==> src/rtl/cpu_pkg.sv <==
// rtl/cpu_pkg.sv - shared CPU constants and fetch state type
package cpu_pkg;
    localparam int XLEN = 32;
    localparam int ADDR_BITS = 11;
    localparam logic [XLEN-1:0] RESET_PC = 32'h0000_0000;
    localparam logic [XLEN-1:0] HALT_INSTR = 32'hFFFF_FFFF;

    typedef enum logic {
        FETCH = 1'b0,
        HALT  = 1'b1
    } fetch_state_t;
endpackage

==> src/rtl/fetch_unit_if.sv <==
// rtl/fetch_unit_if.sv - fetch unit ROM and IF/ID bundle
interface fetch_unit_if;
    import cpu_pkg::*;

    logic [XLEN-1:0] pc;
    logic [XLEN-1:0] instruction;
    logic            stall;
    logic            redirect;
    logic [XLEN-1:0] redirect_pc;
    logic            if_id_valid;
    logic [XLEN-1:0] if_id_instr;
    logic [XLEN-1:0] if_id_pc;
    logic            halted;

    modport master (
        output pc, if_id_valid, if_id_instr, if_id_pc, halted,
        input  instruction, stall, redirect, redirect_pc
    );

    modport slave (
        input  pc, if_id_valid, if_id_instr, if_id_pc, halted,
        output instruction, stall, redirect, redirect_pc
    );
endinterface

==> src/rtl/if_id_reg.sv <==
// rtl/if_id_reg.sv - IF/ID pipeline register with load/hold/flush
module if_id_reg
    import cpu_pkg::*;
(
    input  logic            clk,
    input  logic            rst,
    input  logic            load,
    input  logic            flush,
    input  logic [XLEN-1:0] instr_in,
    input  logic [XLEN-1:0] pc_in,
    output logic            valid,
    output logic [XLEN-1:0] instr,
    output logic [XLEN-1:0] pc
);
    // Flush only drops valid; the stale payload is kept so it never toggles needlessly.
    always_ff @(posedge clk) begin
        if (rst) begin
            valid <= 1'b0;
            instr <= '0;
            pc    <= '0;
        end else if (flush) begin
            valid <= 1'b0;
        end else if (load) begin
            valid <= 1'b1;
            instr <= instr_in;
            pc    <= pc_in;
        end
    end
endmodule

==> src/rtl/fetch_unit.sv <==
// rtl/fetch_unit.sv - PC register, next-PC mux and halt FSM (optional: FETCH_HALT_EN)
module fetch_unit
    import cpu_pkg::*;
#(
`ifdef FETCH_HALT_EN
    parameter logic [XLEN-1:0] HALT_INSTR_P = HALT_INSTR,
`endif
    parameter logic [XLEN-1:0] RESET_PC_P = RESET_PC
) (
    input logic         clk,
    input logic         rst,
    fetch_unit_if.master bus
);
    logic [XLEN-1:0] pc_q;
    logic            in_halt;
    logic            halt_hit;
    logic            load;
    logic            flush;

`ifdef FETCH_HALT_EN
    fetch_state_t state;
    assign in_halt  = (state == HALT);
    assign halt_hit = (bus.instruction == HALT_INSTR_P);
`else
    assign in_halt  = 1'b0;
    assign halt_hit = 1'b0;
`endif

    // Redirect outranks halt and stall: a halt word may itself be wrong-path.
    always_ff @(posedge clk) begin
        if (rst) begin
            pc_q  <= RESET_PC_P;
`ifdef FETCH_HALT_EN
            state <= FETCH;
`endif
        end else if (bus.redirect) begin
            pc_q  <= bus.redirect_pc;
`ifdef FETCH_HALT_EN
            state <= FETCH;
`endif
        end else if (!in_halt && !bus.stall) begin
            if (halt_hit) begin
`ifdef FETCH_HALT_EN
                state <= HALT;
`endif
            end else begin
                pc_q <= pc_q + 1'b1;
            end
        end
    end

    assign load  = !bus.stall && !in_halt;
    assign flush = bus.redirect || in_halt;

    if_id_reg u_if_id_reg (
        .clk      (clk),
        .rst      (rst),
        .load     (load),
        .flush    (flush),
        .instr_in (bus.instruction),
        .pc_in    (pc_q),
        .valid    (bus.if_id_valid),
        .instr    (bus.if_id_instr),
        .pc       (bus.if_id_pc)
    );

    assign bus.pc     = pc_q;
    assign bus.halted = in_halt;
endmodule

==> src/flat_wrapper.sv <==
// flat-port wrapper written by rule: the top's interface ports become plain ports
module fetch_unit_flat import cpu_pkg::*;
#(

    parameter logic [XLEN-1:0] RESET_PC_P = RESET_PC
)
  (clk, rst, bus_pc, bus_if_id_valid, bus_if_id_instr, bus_if_id_pc, bus_halted, bus_instruction, bus_stall, bus_redirect, bus_redirect_pc);
  fetch_unit_if bus_i ();
  input logic clk;
  input logic rst;
  output wire logic [$bits(bus_i.pc)-1:0] bus_pc;
  output wire logic [$bits(bus_i.if_id_valid)-1:0] bus_if_id_valid;
  output wire logic [$bits(bus_i.if_id_instr)-1:0] bus_if_id_instr;
  output wire logic [$bits(bus_i.if_id_pc)-1:0] bus_if_id_pc;
  output wire logic [$bits(bus_i.halted)-1:0] bus_halted;
  input wire logic [$bits(bus_i.instruction)-1:0] bus_instruction;
  input wire logic [$bits(bus_i.stall)-1:0] bus_stall;
  input wire logic [$bits(bus_i.redirect)-1:0] bus_redirect;
  input wire logic [$bits(bus_i.redirect_pc)-1:0] bus_redirect_pc;
  assign bus_pc = bus_i.pc;
  assign bus_if_id_valid = bus_i.if_id_valid;
  assign bus_if_id_instr = bus_i.if_id_instr;
  assign bus_if_id_pc = bus_i.if_id_pc;
  assign bus_halted = bus_i.halted;
  assign bus_i.instruction = bus_instruction;
  assign bus_i.stall = bus_stall;
  assign bus_i.redirect = bus_redirect;
  assign bus_i.redirect_pc = bus_redirect_pc;
  fetch_unit #(.RESET_PC_P(RESET_PC_P)) u_core (.clk(clk), .rst(rst), .bus(bus_i));
endmodule
==> config.mk <==
export PLATFORM = sky130hd
export DESIGN_NAME = fetch_unit_flat
export DESIGN_NICKNAME = d
export VERILOG_FILES = /design/src/rtl/cpu_pkg.sv /design/src/rtl/fetch_unit_if.sv /design/src/rtl/if_id_reg.sv /design/src/rtl/fetch_unit.sv /design/src/flat_wrapper.sv
export SDC_FILE = /design/constraint.sdc
export NUM_CORES = 1
export LEC_CHECK = 0
export CAP_MARGIN = 20
export CORE_AREA = 5 5 162 118
export DETAILED_ROUTE_END_ITERATION = 16
export DIE_AREA = 0 0 167 123
export GPL_ROUTABILITY_DRIVEN = 0
export GPL_TIMING_DRIVEN = 0
export PLACE_DENSITY = 0.48
export SLEW_MARGIN = 20
export SYNTH_ARGS = -nofsm -noshare
export SYNTH_HDL_FRONTEND = slang
export SYNTH_SLANG_ARGS = --single-unit
==> constraint.sdc <==
create_clock -name clk -period 2.75 [get_ports clk]
set_clock_uncertainty 0.2 [all_clocks]
set_input_delay 0.55 -clock clk [delete_from_list [all_inputs] [get_ports clk]]
set_output_delay 0.55 -clock clk [all_outputs]
set_load 0.05 [all_outputs]
==> key figures, run 1 <==
Clock tree
  – Worst skew pair latency: 0.35 ns
  – CTS tree: done
  – Clock sink count: 97
  – # H-tree levels: 3
  – Total CTS buffers: 9
  – Clk root buf: clkbuf_16
  – Max Buffers Root-to-Sink: 2
  – Register clock-pin slew on the reported worst setup and hold paths: 0.07 ns
  – Post-CTS Repair Setup Buffers: 0

GRT
  – Initial antenna violation count: 0
  – Largest net degree at the start of global routing: 17
  – First-pass GRT wire length: 25600 um
  – GR Overflow Total: 0
  – Vias in the first global route: around 4500
  – Total Routing Usage GR: 15.8%

Cells and area
  – Area Growth Syn to Fin: 52.3%
  – Fillcell total: 1803
  – Design area: 6480 um2
  – Final core occ: 37.0%
  – Area of the multi-input gates: around 2100 um2
  – Register area: 1940 um2
  – Fin cells: 953
  – Layout cell share with drive strength beyond 1: 6.14%
  – Ant. Diodes: 0
  – Final net count: about 800

Power and ir drop
  – Peak supply drop: 0.227 mV
  – Power density cells: 539 nW/um2
  – Lkg Pwr: 2.13 nW
  – Power, Total: 3.49 mW

Hold path
  – Hold WC Path Type: in -> reg

Floorplanning
  – CORE AREA: 17500 um2
  – Die Width: about 170 um
  – Starting Density: 24.3%
  – Die Y: approximately 120 um
  – I/O pin total: 166
  – # rows: 41
  – Full die area: 20500 um2

Critical path
  – Element type at the critical path end: flip-flop
  – Buf/Inv on CP: 1
  – Worst-path cell chain: nand4_1 > clkbuf_1 > or3b_2 > o311ai_0 > a31oi_1
  – Largest stage delay on the critical path: 0.58 ns
  – Req. time, crit path: roughly 2.8 ns
  – CP arrival: 2.58 ns
  – Setup CP Type: reg -> reg
  – CP top delay family: simple AND/OR/NAND/NOR gates
  – Worst setup SP type: flip-flop
  – CP max stage cell: or3b_2
  – Crit path max fanout: 10

Synth
  – Seq cells post-synth: 97
  – Adder-Cell Fraction of Synth Area: less than 1%
  – Top post-synthesis cells by count: nand2_1 (156), dfxtp_1 (97), a21oi_1 (72)
  – Cells after synthesis: 538
  – Sequential-to-total area share from yosys stat: 45.7%
  – Top_reg_cell synth: dfxtp_1
  – Netlist cell types: 54
  – Post-Synth XOR/XNOR Area: 1.65%
  – Synth Area in Simple Gates: between 20% and 30%
  – Synth async-reset ratio: 0%
  – Top cells by area, synth: dfxtp_1 (46%), nand2_1 (14%), a21oi_1 (8.5%)
  – Number of flops mapped to enable cells by yosys: 0
  – Complex-gate fraction of the synthesized area: around 17%
  – Post-synth top area share: about 46%
  – Largest area contributor in the netlist: dfxtp_1
  – Synth Cell Area: ~4300 um2
  – Mean Syn Cell Area: 7.90 um2
  – Synthesis warning total: 0
  – Largest family of logic cells by synthesized area: simple AND/OR/NAND/NOR gates
  – Top-count cell post-synth: nand2_1
  – Synthesized Nets: 607
  – Mux contribution to synthesized area: 0.500%

Route
  – Post-DR wirelength/cell: roughly 17 um
  – Via Count: 4577
  – Initial DRC Count: 230
  – ANT nets after route: 0
  – DRC Markers: 0
  – WL final: 16400 um
  – DR pass1 iterations: 5
  – Via density per instance: 4.80

Run
  – MaxCap Viol Count: 0

STA
  – RSZ-0062 raised after global routing: yes
  – Final worst path period need: roughly 2.6 ns
  – Final slew viol count: 0
  – Setup-failing EPs final: 0
  – Least-Margin Pin Slew: 0.916 ns
  – Fin Setup TNS: 0 ns
  – Fin crit share: 93.4%
  – Hold WS: 0.254 ns
  – Peak Freq: approximately 0.39 GHz
  – Final WS setup: approximately 0.18 ns
  – Worst slew margin: 38.5%
  – Final hold viol count: 0

Run status
  – Run status: finished clean

Place
  – Post-DP HPWL: ~12000 um
  – Placed cells: 937
  – Port Buffers: 163
  – Placed cell areas: 6180 um2
  – DP Worst Slack: -0.507 ns
==> path summary, 6_finish.rpt <==
path / start / cells past startpoint / end / slack (ns)
worst min register to register: u_core.u_if_id_reg.instr[31]$_SDFFE_PP0P_ / 2 / u_core.u_if_id_reg.instr[31]$_SDFFE_PP0P_ / 0.26
worst max register to register: u_core.bus.pc[4]$_SDFFE_PP0P_ / 5 / u_core.bus.pc[20]$_SDFFE_PP0P_ / 0.18
worst min-delay path: rst / 2 / u_core.bus.pc[29]$_SDFFE_PP0P_ / 0.25
worst max-delay path: u_core.bus.pc[4]$_SDFFE_PP0P_ / 5 / u_core.bus.pc[20]$_SDFFE_PP0P_ / 0.18
==> layout by cell type (no fill, tap or decap), types with 6 or more instances in the layout <==
cell	instances
clkdlybuf4s50_1	163
nand2_1	156
dfxtp_1	97
a21oi_1	72
clkbuf_1	27
nor2_1	25
nand4_1	15
nor4_1	11
a211oi_1	9
clkbuf_16	9
inv_1	8
a311oi_1	8
a2111oi_0	8
nand3_1	7
and4_1	7
nor3_1	7
a31oi_1	7
clkbuf_2	6
xnor2_1	6
==> per-layer routing <==
metal | part of all wire, % | vias to the layer above | track usage, %
met5 | 0 | - | 0
met4 | 0.66 | 0 | 3.73
met3 | 9.6 | 12 | 6.58
met2 | 42 | 171 | 23.0
met1 | 48 | 2152 | 21.8
li1 | - | 2242 | -
==> where the power goes <==
| group | switching, mW | total, mW | internal (mW) |
|---|---|---|---|
| Sequential | 0.0784 | 1.55 | 1.47 |
| Combinational | 0.425 | 0.688 | 0.263 |
| Clock | 0.584 | 1.25 | 0.669 |
==> flip-flops by register name, summed over array words and instances (netlist names) <==
register	cells
u_core.u_if_id_reg.pc	32
u_core.bus.pc	32
u_core.u_if_id_reg.instr	32
u_core.u_if_id_reg.valid	1
==> worst reg2reg max path, cell delays in order, from the launching register on <==
cell and delay (ns):
dfxtp_1 0.48, nand4_1 0.32, clkbuf_1 0.35, or3b_2 0.59, o311ai_0 0.36, a31oi_1 0.15
==> cells by family (layout without fill, tap and decap cells) <==
| logic type | count (synthesis) | after routing |
|---|---|---|
| AO/OA/AOI/OAI | 121 | 121 |
| XOR/XNOR | 8 | 8 |
| adder cells (fa/ha/maj) | 1 | 1 |
| buffers and inverters | 49 | 228 |
| flip-flops | 97 | 97 |
| multiplexers | 2 | 2 |
| other | 1 | 1 |
| AND/OR/NAND/NOR | 259 | 259 |
==> repair_timing <==
action / 4_1_cts / 5_1_grt
gates cloned: 0 / 0
endpoints found under the setup margin: 50 / 45
hold buffers: 0 / 0
gates resized for setup: 1 / 6
hold endpoints to repair: 0 / 0
==> area by class of cell <==
class                   count  share of cell area (%)
clock inverters             5                   0.599
plain buffers              41                    3.17
repair buffers            163                    25.2
flip-flops and latches     97                    30.0
inverters                   8                   0.464
multi-input cells         392                    32.1
well taps                 236                    4.56
clock buffers              11                    3.90
No activity file was read; power rests on OpenSTA's default activity.
==> run 2: changes to the inputs <==
--- a/config.mk
+++ b/config.mk
@@ -8,8 +8,8 @@
 export CAP_MARGIN = 20
-export CORE_AREA = 5 5 162 118
+export CORE_AREA = 5 5 125 92
 export DETAILED_ROUTE_END_ITERATION = 16
-export DIE_AREA = 0 0 167 123
+export DIE_AREA = 0 0 130 97
 export GPL_ROUTABILITY_DRIVEN = 0
 export GPL_TIMING_DRIVEN = 0
-export PLACE_DENSITY = 0.48
+export PLACE_DENSITY = 0.76
 export SLEW_MARGIN = 20
==> constraint.sdc (replaced) <==
create_clock -name clk -period 2.75 [get_ports clk]
set_clock_uncertainty 0.2 [all_clocks]
set_input_delay 0.275 -clock clk [delete_from_list [all_inputs] [get_ports clk]]
set_output_delay 0.275 -clock clk [all_outputs]
set_load 0.05 [all_outputs]
==> run 2 against run 1 <==
  * Non-clock buffer count rose by 1
  * First-iteration DRC count rose by 58%
  * Register-to-register slack improved by 0.11 ns
  * Fmax rose by 3.6%
  * Flip-flop and latch count did not move
  * Design area fell by 1.7%
==> key figures, run 2 (synthesis gave the netlist of run 1 again) <==
Cells and area
  – Area Growth Syn to Fin: 49.7% (was 52.3%)
  – Top Registers: u_core.bus.pc: 32 flops, u_core.u_if_id_reg.instr: 32 flops, u_core.u_if_id_reg.pc: 32 flops (unchanged)
  – Design area: 6370 um2 (was 6480 um2)
  – Most common cell after layout, fill and taps aside: clkdlybuf4s50_1 (unchanged)
  – Fillcell total: 918 (was 1803)
  – Ant. Diodes: 0 (unchanged)
  – Layout cell share with drive strength beyond 1: 5.29% (was 6.14%)
  – Final net count: 782 (was 781)
  – Most frequent cells in the layout: clkdlybuf4s50_1 (163), nand2_1 (156), dfxtp_1 (97) (unchanged)

GRT
  – Largest net degree at the start of global routing: 16 (was 17)
  – First-pass GRT wire length: 23100 um (was 25600 um)
  – Initial antenna violation count: 0 (unchanged)
  – Vias in the first global route: 4517 (was 4504)
  – Total Routing Usage GR: 22.6% (was 15.8%)
  – GR Overflow Total: 0 (unchanged)

Route
  – ANT nets after route: 0 (unchanged)
  – Via density per instance: 5.52 (was 4.80)
  – Via Count: 4694 (was 4577)
  – Initial DRC Count: 363 (was 230)
  – Post-DR wirelength/cell: 17.3 um (was 17.2 um)
  – DR pass1 iterations: 5 (unchanged)
  – DRC Markers: 0 (unchanged)
  – WL final: 14700 um (was 16400 um)

Place
  – Post-DP HPWL: 10900 um (was 12400 um)
  – Port Buffers: 163 (unchanged)
  – DP Worst Slack: -0.0156 ns (was -0.507 ns)
  – Placed cell areas: 6050 um2 (was 6180 um2)

Critical path
  – Most frequent CP cell: clkbuf_1
  – Req. time, crit path: 2.82 ns (was 2.76 ns)
  – Worst-path cell chain: clkdlybuf4s50_1 > clkbuf_1 > nor2_1 > clkbuf_1 > clkbuf_1 > nand2_1 > a21oi_1 (was nand4_1 > clkbuf_1 > or3b_2 > o311ai_0 > a31oi_1)
  – Setup CP Type: in -> reg (was reg -> reg)
  – Crit path max fanout: 10 (unchanged)
  – CP max stage cell: clkbuf_1 (was or3b_2)
  – CP arrival: 2.55 ns (was 2.58 ns)
  – Element type at the critical path end: flip-flop (unchanged)
  – Largest stage delay on the critical path: 0.54 ns (was 0.58 ns)
  – Worst setup SP type: input pin (was flip-flop)

STA
  – Peak Freq: 0.403 GHz (was 0.389 GHz)
  – Setup-failing EPs final: 0 (unchanged)
  – Final slew viol count: 0 (unchanged)
  – Final worst path period need: 2.48 ns (was 2.57 ns)
  – RSZ-0062 raised after global routing: no (was yes)
  – Least-Margin Pin Slew: 0.667 ns (was 0.916 ns)
  – Fin crit share: 90.2% (was 93.4%)
  – Worst slew margin: 55.1% (was 38.5%)
  – Final hold viol count: 0 (unchanged)
  – Final WS setup: 0.269 ns (was 0.181 ns)

Clock tree
  – Max Buffers Root-to-Sink: 2 (unchanged)
  – # H-tree levels: 3 (unchanged)
  – Clock sink count: 97 (unchanged)
  – Post-CTS Repair Setup Buffers: 0 (unchanged)
  – Total CTS buffers: 9 (unchanged)
  – Register clock-pin slew on the reported worst setup and hold paths: 0.07 ns (about the same)
  – Worst skew pair latency: 0.35 ns (about the same)
  – CTS tree: done (unchanged)
  – Clk root buf: clkbuf_16 (unchanged)

Power and ir drop
  – Power density cells: 551 nW/um2 (was 539 nW/um2)
  – Peak supply drop: 0.383 mV (was 0.227 mV)
  – Lkg Pwr: 2.13 nW (about the same)

Floorplanning
  – I/O pin total: 166 (unchanged)
  – CORE AREA: 10100 um2 (was 17500 um2)
  – # rows: 31 (was 41)
  – Die Width: 130 um (was 167 um)
  – Die Y: 97 um (was 123 um)
  – Starting Density: 42.2% (was 24.3%)
  – Full die area: 12600 um2 (was 20500 um2)

Run status
  – Run status: finished clean (unchanged)

Hold path
  – Hold WC Path Type: reg -> reg (was in -> reg)

Run
  – MaxCap Viol Count: 0 (unchanged)
-- run 2: changes by cell type in the layout (fill, tap and decap cells not counted), moves of 2 or more --
| cell | delta |
|---|---|
| clkinv_4 | -2 |
| clkbuf_1 | +4 |
| buf_1 | +2 |
| clkbuf_2 | -5 |
-- run 2: final timing paths --
check                                    startpoint                                     end  slack (ns)  cells past startpoint
max reg2reg           u_core.bus.pc[4]$_SDFFE_PP0P_          u_core.bus.pc[25]$_SDFFE_PP0P_        0.29                      5
min reg2reg  u_core.u_if_id_reg.pc[12]$_SDFFE_PP0P_  u_core.u_if_id_reg.pc[12]$_SDFFE_PP0P_        0.26                      2
max                                    bus_redirect   u_core.u_if_id_reg.pc[7]$_SDFFE_PP0P_        0.27                      7
min          u_core.u_if_id_reg.pc[12]$_SDFFE_PP0P_  u_core.u_if_id_reg.pc[12]$_SDFFE_PP0P_        0.26                      2
-- run 2: layout make-up --
cell class	count	area, um2	area share (%)
Multi-Input combinational cell	392	2090	32.8
Sequential cell	97	1940	30.5
Timing Repair Buffer	164	1640	25.8
Clock buffer	11	243	3.81
Buffer	41	199	3.13
Tap cell	132	165	2.59
Clock inverter	5	55.1	0.865
Inverter	8	30.0	0.472
-- run 2: report_power, final --
group	leakage [nW]	total, mW	switching (mW)	internal (mW)
sequential	0.794	1.55	0.0772	1.47
combinational	1.20	0.686	0.423	0.263
clock	0.142	1.27	0.546	0.727
total	2.13	3.51	1.05	2.46
-- run 2: through the flow --
stage	utilization, %	TNS [ns]	cells	power [mW]	hold WS (ns)
5_1_grt	63.1	0	850	3.63	0.267
2_1_floorplan	-	0	538	1.96	0.211
4_1_cts	63.0	0	850	3.53	0.257
3_5_place_dp	60.0	-0.0303	833	2.26	0.249
6_report	63.1	0	850	3.51	0.256
3_3_place_gp	60.0	0	833	2.25	0.242
-- run 2: repair_timing --
action,4_1_cts,5_1_grt
hold buffers,1,0
hold endpoints to repair,4,0
resized for setup,0,1
endpoints found under the setup margin,0,1
-- run 2: per-layer routing --
| metal | part of all wire (%) | GRT usage (%) |
|---|---|---|
| met5 | 0 | 0 |
| met4 | 1.6 | 6.55 |
| met3 | 12 | 8.98 |
| met2 | 45 | 35.0 |
| met1 | 41 | 29.0 |
-- run 2: worst max-delay path: cells and delay by family --
| family | cells | cell delay [ns] |
|---|---|---|
| buffers and inverters | 4 | 1.71 |
| AOI/OAI and AO/OA | 1 | 0.14 |
| and+or+nand+nor | 2 | 0.42 |
==> run 3: changes to the inputs <==
Clock period 2.75 ns to 2.88 ns, I/O delays scaled along.
==> run 3 against run 2 <==
  * Design area down 0.14%
  * Core utilization shrank 0.087 points
  * Largest power group unchanged
  * Sequential share of layout area hardly changed
  * Highest routed layer unchanged
  * Die area is the same
==> key figures, run 3 (synthesis gave the netlist of run 1 again) <==
Route
  – Post-DR wirelength/cell: 17.2 um (was 17.3 um)
  – Via density per instance: 5.54 (was 5.52)
  – DRC Markers: 0 (unchanged)
  – Initial DRC Count: 312 (was 363)
  – ANT nets after route: 0 (unchanged)
  – WL final: 14600 um (was 14700 um)
  – Via Count: 4705 (was 4694)
  – DR pass1 iterations: 5 (unchanged)

STA
  – Fin Setup TNS: 0 ns (unchanged)
  – Fin crit share: between 80% and 90%
  – Least-Margin Pin Slew: 0.887 ns (was 0.667 ns)
  – Setup-failing EPs final: 0 (unchanged)
  – Final worst path period need: 2.50 ns
  – Final slew viol count: 0 (unchanged)
  – RSZ-0062 raised after global routing: no (unchanged)
  – Worst slew margin: 40.4% (was 55.1%)
  – Peak Freq: about 0.40 GHz
  – Final hold viol count: 0 (unchanged)

Hold path
  – Hold Crit Endpoint: u_core.u_if_id_reg.pc[9]$_SDFFE_PP0P_ (was u_core.u_if_id_reg.pc[12]$_SDFFE_PP0P_)
  – Hold WC Path Type: reg -> reg (unchanged)
  – HP Start: u_core.u_if_id_reg.pc[9]$_SDFFE_PP0P_ (was u_core.u_if_id_reg.pc[12]$_SDFFE_PP0P_)
  – Hold depth: 2 (unchanged)

Floorplanning
  – Die Y: 97 um (unchanged)
  – Die Width: 130 um (unchanged)
  – Full die area: 12600 um2 (unchanged)
  – # rows: 31 (unchanged)
  – Starting Density: 42.2% (unchanged)
  – I/O pin total: 166 (unchanged)
  – CORE AREA: 10100 um2 (unchanged)

Power and ir drop
  – Lkg Pwr: 2.12 nW (was 2.13 nW)
  – Power density cells: 526 nW/um2 (was 551 nW/um2)
  – Peak supply drop: 0.366 mV (was 0.383 mV)

GRT
  – Initial antenna violation count: 0 (unchanged)
  – Met3 Usage GRT: 8.98% (unchanged)
  – Vias in the first global route: 4517 (unchanged)
  – GR Util met2: 35.0% (unchanged)
  – First-pass GRT wire length: 23100 um (unchanged)
  – GR peak layer: met2 (unchanged)
  – GR Overflow Total: 0 (unchanged)
  – GRT met1 Usage: 29.0% (unchanged)
  – Largest net degree at the start of global routing: 16 (unchanged)
  – Total Routing Usage GR: 22.6% (unchanged)

Run
  – MaxCap Viol Count: 0 (unchanged)

Critical path
  – Worst-path cell chain: nand4_2 > nor4_2 > a211oi_1 > a2111oi_0 (was clkdlybuf4s50_1 > clkbuf_1 > nor2_1 > clkbuf_1 > clkbuf_1 > nand2_1 > a21oi_1)
  – Flop2flop setup slack: 0.38 ns (was 0.29 ns)
  – R2R Path End: u_core.bus.pc[25]$_SDFFE_PP0P_ (unchanged)
  – CP top delay family: simple AND/OR/NAND/NOR gates (was buffers and inverters)
  – R2R cell count: 4 (was 5)
  – Req. time, crit path: 2.89 ns (was 2.82 ns)
  – Element type at the critical path end: flip-flop (unchanged)
  – Worst setup SP type: flip-flop (was input pin)
  – Largest stage delay on the critical path: 0.81 ns (was 0.54 ns)
  – Crit path max fanout: 10 (unchanged)
  – CP max stage cell: nor4_2 (was clkbuf_1)
  – Buf/Inv on CP: 0 (was 4)
  – Setup CP Type: reg -> reg (was in -> reg)
  – R2R Path Start: u_core.bus.pc[12]$_SDFFE_PP0P_ (was u_core.bus.pc[4]$_SDFFE_PP0P_)
  – CP arrival: 2.52 ns (was 2.55 ns)

Place
  – Placed cells: 833 (unchanged)
  – Post-DP HPWL: 10900 um (unchanged)
  – Port Buffers: 163 (unchanged)
  – Placed cell areas: 6050 um2 (unchanged)

Clock tree
  – Clock sink count: 97 (unchanged)
  – Max Buffers Root-to-Sink: 2 (unchanged)
  – Total CTS buffers: 9 (unchanged)
  – Worst skew pair latency: 0.34 ns (was 0.35 ns)
  – Clk root buf: clkbuf_16 (unchanged)
  – CTS tree: done (unchanged)
  – # H-tree levels: 3 (unchanged)
  – Post-CTS sizing: 0 (unchanged)
  – Register clock-pin slew on the reported worst setup and hold paths: 0.07 ns (about the same)

Cells and area
  – Most common cell after layout, fill and taps aside: clkdlybuf4s50_1 (unchanged)
  – Final net count: 782 (unchanged)
  – Top Registers: u_core.bus.pc: 32 flops, u_core.u_if_id_reg.instr: 32 flops, u_core.u_if_id_reg.pc: 32 flops (unchanged)
  – Area of the multi-input gates: 2080 um2 (was 2090 um2)
  – Ant. Diodes: 0 (unchanged)
  – Design area: 6360 um2 (was 6370 um2)
  – Fillcell total: 919 (was 918)
  – Area Growth Syn to Fin: 49.5% (was 49.7%)
  – Fin cells: 850 (unchanged)
  – Register area: 1940 um2 (unchanged)
  – Most frequent cells in the layout: clkdlybuf4s50_1 (163), nand2_1 (156), dfxtp_1 (97) (unchanged)
  – Layout cell share with drive strength beyond 1: 5.29% (unchanged)

Run status
  – Run status: finished clean (unchanged)
## run 3: cell types whose count changed in the layout (fill, tap and decap cells not counted)
| cell | previous run | this run |
|---|---|---|
| nor4_2 | 1 | 2 |
| nor4_4 | 1 | 0 |
## run 3: power breakdown
| part | switching, mW | internal (mW) |
|---|---|---|
| registers | 0.0737 | 1.40 |
| clock network | 0.518 | 0.694 |
| logic | 0.403 | 0.251 |
## run 3: cell type report
cell class              instances  area share (%)
plain buffers                  41            3.13
clock buffers                  11            3.82
clock inverters                 5           0.866
inverters                       8           0.472
multi-input cells             392            32.7
flip-flops and latches         97            30.5
well taps                     132            2.60
repair buffers                164            25.8
## run 3: per-layer routing
| layer | vias to the layer above | routed length (um) |
|---|---|---|
| met1 | 2194 | 5960 |
| met4 | 0 | 261 |
| met5 | - | 0 |
| li1 | 2240 | - |
| met3 | 26 | 1900 |
| met2 | 245 | 6530 |
## run 3: worst max-delay path by stage
stage	startpoint	endpoint	cells past startpoint
final	u_core.bus.pc[12]$_SDFFE_PP0P_	u_core.bus.pc[25]$_SDFFE_PP0P_	4
after global routing	u_core.bus.pc[12]$_SDFFE_PP0P_	u_core.bus.pc[29]$_SDFFE_PP0P_	4
after CTS	u_core.bus.pc[12]$_SDFFE_PP0P_	u_core.bus.pc[25]$_SDFFE_PP0P_	4
after detailed placement	bus_redirect	u_core.u_if_id_reg.pc[6]$_SDFFE_PP0P_	7
after global placement	bus_redirect	u_core.u_if_id_reg.pc[3]$_SDFFE_PP0P_	7
after floorplan	u_core.bus.pc[0]$_SDFFE_PP0P_	u_core.bus.pc[16]$_SDFFE_PP0P_	5
## run 3: repair_timing
action,4_1_cts,5_1_grt
hold buffers,1,0
buffers inserted,0,0
hold endpoints to repair,4,0
## run 3: worst min-delay path, delay by kind of cell, from the launching register on
| kind | cells | cell delay [ns] |
|---|---|---|
| and+or+nand+nor | 1 | 0.05 |
| AOI/OAI and AO/OA | 1 | 0.05 |
| DFF | 1 | 0.31 |
## run 3: through the flow
stage | hold WS, ns | worst slack, ns | utilization, % | power (mW)
floorplan | 0.224 | 0.369 | - | 1.87
global placement | 0.242 | 0.147 | 60.0 | 2.14
detailed placement | 0.249 | 0.101 | 60.0 | 2.16
CTS | 0.257 | 0.390 | 63.0 | 3.37
global route | 0.278 | 0.127 | 63.0 | 3.46
finish | 0.256 | 0.378 | 63.0 | 3.34
